$ cat src/rtl/bool_tt_sweeper.sv
// Sweeps {a,b,c} through 0..7 into a boolean stage, captures e into a truth table, compares to EXPECTED_TT.
// Latency: SETTLE_CYCLES+1 cycles per vector; done pulses 8*(SETTLE_CYCLES+1)+1 cycles after start accept.
// Backpressure: none; start is honoured only in IDLE and dropped otherwise. Optional err_cnt via BOOL_TT_ERRCNT_EN.
module bool_tt_sweeper #(
    parameter int         SETTLE_CYCLES = 2,
    parameter logic [7:0] EXPECTED_TT   = 8'h57
) (
    input  logic       clk,
    input  logic       rst_n,
    input  logic       start,
    output logic [2:0] abc,
    input  logic       e_in,
    output logic       busy,
    output logic       done,
    output logic [7:0] truth_table,
    output logic       match
`ifdef BOOL_TT_ERRCNT_EN
    ,
    output logic [7:0] err_cnt
`endif
);

    typedef enum logic [1:0] {
        IDLE   = 2'd0,
        SETTLE = 2'd1,
        SAMPLE = 2'd2,
        DONE   = 2'd3
    } state_t;

    localparam logic [3:0] CNT_LAST = 4'(SETTLE_CYCLES - 1);

    state_t     state;
    state_t     state_nxt;
    logic [2:0] idx;
    logic [3:0] cnt;
    logic       tt_pass;

    assign tt_pass = (truth_table == EXPECTED_TT);

    always_ff @(posedge clk or negedge rst_n) begin
        if (!rst_n) begin
            state <= IDLE;
        end else begin
            state <= state_nxt;
        end
    end

    always_comb begin
        state_nxt = state;
        case (state)
            IDLE:    if (start) state_nxt = SETTLE;
            SETTLE:  if (cnt == CNT_LAST) state_nxt = SAMPLE;
            SAMPLE:  state_nxt = (idx == 3'd7) ? DONE : SETTLE;
            DONE:    state_nxt = IDLE;
            default: state_nxt = IDLE;
        endcase
    end

    // The done pulse and the compare result are both registered on the DONE exit edge,
    // so the table already holds the bit-7 sample when compared.
    always_ff @(posedge clk or negedge rst_n) begin
        if (!rst_n) begin
            abc         <= 3'd0;
            idx         <= 3'd0;
            cnt         <= 4'd0;
            busy        <= 1'b0;
            done        <= 1'b0;
            truth_table <= 8'h00;
            match       <= 1'b0;
        end else begin
            done <= 1'b0;
            case (state)
                IDLE: begin
                    if (start) begin
                        abc         <= 3'd0;
                        idx         <= 3'd0;
                        cnt         <= 4'd0;
                        busy        <= 1'b1;
                        truth_table <= 8'h00;
                        match       <= 1'b0;
                    end
                end
                SETTLE: begin
                    cnt <= cnt + 4'd1;
                end
                SAMPLE: begin
                    truth_table[idx] <= e_in;
                    if (idx == 3'd7) begin
                        busy <= 1'b0;
                    end else begin
                        idx <= idx + 3'd1;
                        abc <= idx + 3'd1;
                        cnt <= 4'd0;
                    end
                end
                DONE: begin
                    done  <= 1'b1;
                    match <= tt_pass;
                end
                default: ;
            endcase
        end
    end

`ifdef BOOL_TT_ERRCNT_EN
    always_ff @(posedge clk or negedge rst_n) begin
        if (!rst_n) begin
            err_cnt <= 8'h00;
        end else if (state == DONE && !tt_pass && err_cnt != 8'hFF) begin
            err_cnt <= err_cnt + 8'd1;
        end
    end
`endif

endmodule

$ cat config.mk
export PLATFORM = sky130hd
export DESIGN_NAME = bool_tt_sweeper
export DESIGN_NICKNAME = d
export VERILOG_FILES = /design/src/rtl/bool_tt_sweeper.sv
export SDC_FILE = /design/constraint.sdc
export NUM_CORES = 1
export LEC_CHECK = 0
export ABC_AREA = 0
export ABC_CLOCK_PERIOD_IN_PS = 1410
export BUFFER_PORTS_ARGS = -buffer_cell sky130_fd_sc_hd__buf_2
export CORE_MARGIN = 1
export CORE_UTILIZATION = 35
export CTS_BUF_LIST = sky130_fd_sc_hd__clkbuf_4
export DETAILED_ROUTE_END_ITERATION = 10
export PLACE_DENSITY = 0.58
export SYNTH_ARGS = -nofsm -noshare
export SYNTH_HDL_FRONTEND = slang
export SYNTH_SLANG_ARGS = --single-unit
$ cat constraint.sdc
create_clock -name clk -period 1.41 [get_ports clk]
set_input_delay 0.0705 -clock clk [delete_from_list [all_inputs] [get_ports clk]]
set_output_delay 0.0705 -clock clk [all_outputs]
set_load 0.005 [all_outputs]
==> results.ini, run 1 <==
[clock_network]
cts_sinks = 20
root_buffer = clkbuf_4
clk_pin_slew_worst_paths_ns = 0.12
post_cts_buffers = 0
htree_levels = 1
clockBufferDepth = 2
clkLatencyLatePin_ns = 0.30
cts_buffers = 3
cts_tree = done

[logic_synthesis]
syn_area_per_cell_um2 = 10.67
yosys.area_share.simple_pct = 19.23
muxShareOfSynthArea_pct = 5.627
yosysWarnings = 0
synth-xor-area-share_pct = 1.641
syn_area_um2 = 1067
ys_seq_elements = 20
ys_seq_area_share_pct = 46.89
synth_fa_ha_area_share_pct = 4.689
synth-compound-area-share_pct = 16.65
syn_inst = 100
synth_top_family_by_area = simple AND/OR/NAND/NOR gates
syn_nets = 108
yosysUniqueCellTypes = 34

[sta]
fmax_ghz = 0.7469
fin_setup_tns_ns = 0
fin_crit_ns = 1.339
rsz0062_at_grt = no
maxSlewHeadroom_pct = 70.34
hold_violations = 0
tightest_slew_ns = 0.4449
post-route-period-util_pct = 94.95
hold_slack_ns = 0.1401
final-setup-viol-count = 0
clock_skew_ns = 0.003541
drv_slew = 0

[cells_and_area]
antenna_cells = 0
syn_to_final_growth_pct = 20.05
fin_nets = 133
drive_gt1_share_pct = 30.65

[placement]
dp_hpwl_mm = 1.542
place.gp.congestion = 0.7373
port_buffers = 17

[power_and_ir_drop]
peakVddDrop_v = 0.0006445
switchingPower_mw = 0.7317
p_clk_share_pct = 15.2
power.combinational.fraction_pct = 43.5
internal-power_mw = 1.154
p_leak_nw = 0.6372
powerDensity_nw_per_um2 = 1472
swShare_pct = 38.80
p_seq_share_pct = 41.3
power_mw = 1.886

[hold_path]
whs_path_depth = 3
hold-path-endpoint = truth_table[4]$_DFFE_PN0P_
min-delay-start = e_in
min_path_type = primary input to flip-flop

[run_status]
violations = design-rule violations
status = complete, but fails checks

[floorplan]
die-height_um = 57.22
die_w_um = 57.22
rows = 19
io_pins = 18
floorplan.initialDensity_pct = 37.73
core_um2 = 2829
die_area_um2 = 3274

[setup_path]
r2r_cells = 5
crit_path_start_kind = flip-flop
cp.arrival_ns = 1.54
reg2reg_to = cnt[2]$_DFFE_PN0P_
end_kind = flip-flop
worstPathRequired_ns = 1.61
critPathSlowestCell = dfrtp_2
r2r_slack_ns = 0.07
crit_fanout = 4
path_class = flip-flop to flip-flop
crit_path_max_incr_delay_ns = 0.43
reg2reg_from = idx[0]$_DFFE_PN0P_
path_cells = ha_2 -> ha_4 -> nand2_2 -> o31ai_4 -> a211o_1

[global_route]
grt.total_usage_pct = 14.87
grt_pass1_wl_mm = 3.719
grt_pass1_vias = 806
grt_max_degree = 21
antenna_found_initial = 0
grt-ovfl-total = 0

[detailed_routing]
drcViolationCount = 1
drtIter0Drc = 22
drtPass1Iterations = 7
wl_per_cell_um = 13.83
vias = 824
vias_per_cell = 5.316
totalWireLength_mm = 2.143
antenna_left = 0

[run]
max_cap_violations = 0

## kinds of logic after synthesis
kind of cell,Yosys count
compound gates,24
xor+xnor,2
fa+ha+maj,4
buf+inv,11
flops,20
mux,6
simple gates,33
## cells in the final DEF (no fill, tap or decap), types with 5 or more instances in the layout
cell type and instances:
nand2_1 13, buf_4 7, inv_1 6, mux2i_1 6, buf_2 17, dfrtp_1 19
o21ai_0 5
## registers in the layout, indices dropped and copies added (netlist names)
register,flops
truth_table,8
state,2
busy,1
match,1
done,1
idx,3
cnt,4
## Yosys cell counts (all sizes together)
master	instances	area [µm²]
a22oi	2	15.01
a21o	1	7.510
nor3b	4	45.05
inv	6	22.52
nand3b	3	35.03
o311ai	1	16.27
o41ai	1	8.760
or3b	1	8.760
nand2b	1	6.260
nand4	1	6.260
nor2b	1	6.260
o211ai	1	7.510
nor2	3	11.26
o31ai	2	15.01
o2bb2ai	3	26.28
a21oi	3	15.01
a211o	1	8.760
o22ai	1	6.260
ha	4	50.05
o21ai	5	25.02
buf	5	33.78
nor4bb	1	10.01
a22o	3	26.28
nand2	14	52.55
mux2i	6	60.06
nor3	1	5.000
xnor2	2	17.52
dfrtp	20	500.5
nand3	2	10.01
nand4b	1	8.760
## through the flow
step                      std cells  utilization (%)  setup slack, ns  cell area (µm²)
after floorplan                 100                -         0.004318             1089
after global placement          150            43.52          0.08077             1231
after detailed placement        150            43.52          0.03857             1231
after CTS                       155            44.80          0.02167             1267
after global routing            155            45.29          0.01106             1281
final                           155            45.29          0.07114             1281
## power groups by stage
stage	logic, mW	clock network, mW	registers, mW
2_1_floorplan	0.548	0	0.816
3_3_place_gp	0.790	0	0.785
3_5_place_dp	0.794	0	0.791
4_1_cts	0.803	0.304	0.778
5_1_grt	0.918	0.321	0.796
6_report	0.820	0.287	0.779
## layout make-up
cell class	count	area (µm²)
clock inverters	1	3.754
fillers	288	1548
multi-input cells	69	544.3
clock buffers	3	22.52
well taps	31	38.79
repair buffers	25	147.6
inverters	6	22.52
flip-flops and latches	20	501.7
## worst max-delay path by stage
stage                         startpoint                          to  cells past startpoint
floorplan             idx[0]$_DFFE_PN0P_          cnt[2]$_DFFE_PN0P_                      5
global placement      idx[0]$_DFFE_PN0P_          cnt[2]$_DFFE_PN0P_                      5
detailed placement    idx[0]$_DFFE_PN0P_          cnt[2]$_DFFE_PN0P_                      5
CTS                   idx[0]$_DFFE_PN0P_          cnt[2]$_DFFE_PN0P_                      5
global route        state[1]$_DFFE_PN0P_  truth_table[2]$_DFFE_PN0P_                      4
finish                idx[0]$_DFFE_PN0P_          cnt[2]$_DFFE_PN0P_                      5
## worst max-delay path: cells and delay by family (launching register included)
family                   cells  cell delay [ns]
flip-flops                   1             0.43
adder cells (fa/ha/maj)      2             0.36
AO/OA/AOI/OAI                2             0.35
AND/OR/NAND/NOR              1             0.09
## metal layers
| metal | vias up | GRT usage [%] | part of all wire, % |
|---|---|---|---|
| met3 | 2 | 4.762 | 4.7 |
| met4 | 0 | 3.136 | 0.89 |
| li1 | 407 | - | - |
| met2 | 19 | 23.70 | 46 |
| met5 | - | 0 | 0 |
| met1 | 396 | 19.94 | 48 |
## what timing repair did
item,4_1_cts,5_1_grt
hold buffers,1,0
endpoints found under the setup margin,0,3
gates resized for setup,0,3
hold endpoints to repair,20,0
Note: power is estimated with default switching activity, not from simulation.
==> inputs of run 2 (changes only) <==
--- a/config.mk
+++ b/config.mk
@@ -8,6 +8,7 @@
 export ABC_AREA = 0
 export ABC_CLOCK_PERIOD_IN_PS = 1410
 export BUFFER_PORTS_ARGS = -buffer_cell sky130_fd_sc_hd__buf_2
+export CORE_ASPECT_RATIO = 1.4
 export CORE_MARGIN = 1
 export CORE_UTILIZATION = 35
 export CTS_BUF_LIST = sky130_fd_sc_hd__clkbuf_4
==> run 2 against run 1 <==
Compared with the run above:
- the flow now finishes without violations
- design area increased by 0.39%
- wire length is 1.5% lower
- setup slack got worse by 0.020 ns
- register-to-register slack lost 0.02 ns
- sequential cell count stayed put
==> results.ini, run 2 (synthesis gave the netlist of run 1 again) <==
[run_status]
status = complete, no violations

[sta]
post-route-period-util_pct = 96.40  ; +1.4 points
maxSlewHeadroom_pct = 69.88  ; -0.46 points
worst_slack_ns = 0.05083  ; -0.02031 ns
hold_violations = 0  ; unchanged
clock_skew_ns = 0.005364  ; +0.001823 ns
hold_slack_ns = 0.1211  ; -0.01899 ns
fin_crit_ns = 1.359  ; +0.02031 ns
rsz0062_at_grt = no
fmax_ghz = 0.7357  ; -1.5%
final-setup-viol-count = 0  ; unchanged
fin_setup_tns_ns = 0  ; unchanged
tightest_slew_ns = 0.4518  ; +0.006879 ns
drv_slew = 0  ; unchanged

[floorplan]
rows = 23  ; +4
die-height_um = 67.34  ; +18%
die_w_um = 48.67  ; -15%
core_um2 = 2878  ; +1.7%
io_pins = 18  ; unchanged
die_area_um2 = 3277  ; +0.10%
floorplan.initialDensity_pct = 37.09  ; -0.64 points

[clock_network]
clockBufferDepth = 2  ; unchanged
htree_levels = 1  ; unchanged
root_buffer = clkbuf_4
clkLatencyLatePin_ns = 0.29  ; about the same
cts_buffers = 3  ; unchanged
cts_sinks = 20  ; unchanged
cts_tree = done
clk_pin_slew_worst_paths_ns = 0.12  ; about the same

[setup_path]
crit_path_start_kind = flip-flop
worstPathRequired_ns = 1.60  ; about the same
r2r_cells = 5  ; unchanged
cp.arrival_ns = 1.55  ; about the same
end_kind = flip-flop
crit_fanout = 4  ; unchanged
path_class = flip-flop to flip-flop

[power_and_ir_drop]
power.combinational.fraction_pct = 42.9  ; -0.6 points
p_clk_share_pct = 16.0  ; +0.8 points
internal-power_mw = 1.178  ; +2.1%
peakVddDrop_v = 0.0008175  ; +27%
p_seq_share_pct = 41.1  ; -0.2 points
p_leak_nw = 0.6386  ; +0.22%
swShare_pct = 37.71  ; -1.1 points
switchingPower_mw = 0.7131  ; -2.5%
powerDensity_nw_per_um2 = 1470  ; -0.12%

[hold_path]
whs_path_depth = 3  ; unchanged
min_path_type = primary input to flip-flop

[global_route]
grt.total_usage_pct = 14.71  ; -0.16 points
grt_pass1_wl_mm = 3.801  ; +2.2%
grt_max_degree = 21  ; unchanged
grt_pass1_vias = 834  ; +3.5%
grt_use_met3_pct = 1.351  ; -3.4 points
grt-ovfl-total = 0  ; unchanged
grt_busiest_layer = met2
antenna_found_initial = 0  ; unchanged
grt_use_met2_pct = 27.95  ; +4.3 points
grt_use_met1_pct = 17.48  ; -2.5 points

[detailed_routing]
wl_per_cell_um = 13.11  ; -5.2%
drtPass1Iterations = 4  ; -3
totalWireLength_mm = 2.110  ; -1.5%
antenna_left = 0  ; unchanged
drtIter0Drc = 17  ; -23%
vias = 830  ; +0.73%
vias_per_cell = 5.155  ; -3.0%
drcViolationCount = 0  ; -1

[placement]
dp_slack_ns = 0.06684  ; +0.02827 ns
dp_hpwl_mm = 1.595  ; +3.5%
port_buffers = 17  ; unchanged
place.gp.congestion = 0.7332  ; -0.56%

[cells_and_area]
top_regs = truth_table: 8 flops, cnt: 4 flops, idx: 3 flops
drive_gt1_share_pct = 31.45  ; +0.81 points
antenna_cells = 0  ; unchanged
fin_nets = 133  ; unchanged
layout_commonest_cell = dfrtp_1
layout_common_cells = dfrtp_1, buf_2, nand2_1, buf_4
largest_register = truth_table
syn_to_final_growth_pct = 20.52
largest_register_ffs = 8  ; unchanged

[run]
max_cap_violations = 0  ; unchanged

## run 2: changes by cell type in the layout (fill, tap and decap cells not counted), sizes merged
| cell | before | now |
|---|---|---|
| clkbuf | 3 | 4 |
| clkinv | 1 | 0 |
## run 2: worst max-delay path, stage by stage (launching register included)
cell	delay, ns
dfrtp_2	0.42
ha_2	0.20
ha_4	0.16
nand2_1	0.09
o31ai_2	0.10
a211o_1	0.30
## run 2: layout make-up
type / instances / area [µm²]
well taps: 37 / 46.29
inverters: 6 / 22.52
fillers: 293 / 1592
multi-input cells: 69 / 538.0
clock buffers: 4 / 30.03
repair buffers: 25 / 147.6
flip-flops and latches: 20 / 501.7
## run 2: metrics by stage
stage	cells	area, µm²	utilization, %	power, mW
2_1_floorplan	100	1089	-	1.365
3_3_place_gp	156	1239	43.04	1.573
3_5_place_dp	156	1239	43.04	1.589
4_1_cts	161	1279	44.43	1.898
5_1_grt	161	1286	44.70	2.050
6_report	161	1286	44.70	1.891
## run 2: worst paths after layout
path	slack, ns	from	to
min	0.12	start	busy$_DFFE_PN0P_
max reg2reg	0.05	idx[0]$_DFFE_PN0P_	cnt[2]$_DFFE_PN0P_
max	0.05	idx[0]$_DFFE_PN0P_	cnt[2]$_DFFE_PN0P_
min in group asynchronous	0.25	rst_n	match$_DFFE_PN0P_
min reg2reg	0.51	match$_DFFE_PN0P_	match$_DFFE_PN0P_
max in group asynchronous	0.83	rst_n	idx[0]$_DFFE_PN0P_
## run 2: repair_timing
item	CTS	global route
hold buffers	1	0
setup buffers	0	0
gates resized for setup	0	2
endpoints found under the hold margin	20	0
endpoints found under the setup margin	0	2
## run 2: layer usage
layer / part of all wire [%] / up-vias
met4: 0.71 / 0
met1: 44 / 407
met2: 53 / 13
met3: 2.2 / 2
li1: - / 408
met5: 0 / -
## run 2: power by group through the flow
stage               clock network, mW  logic [mW]  registers [mW]
floorplan                           0       0.548           0.816
global placement                    0       0.789           0.784
detailed placement                  0       0.798           0.791
CTS                             0.314       0.807           0.777
global route                    0.331       0.919           0.799
finish                          0.303       0.811           0.776
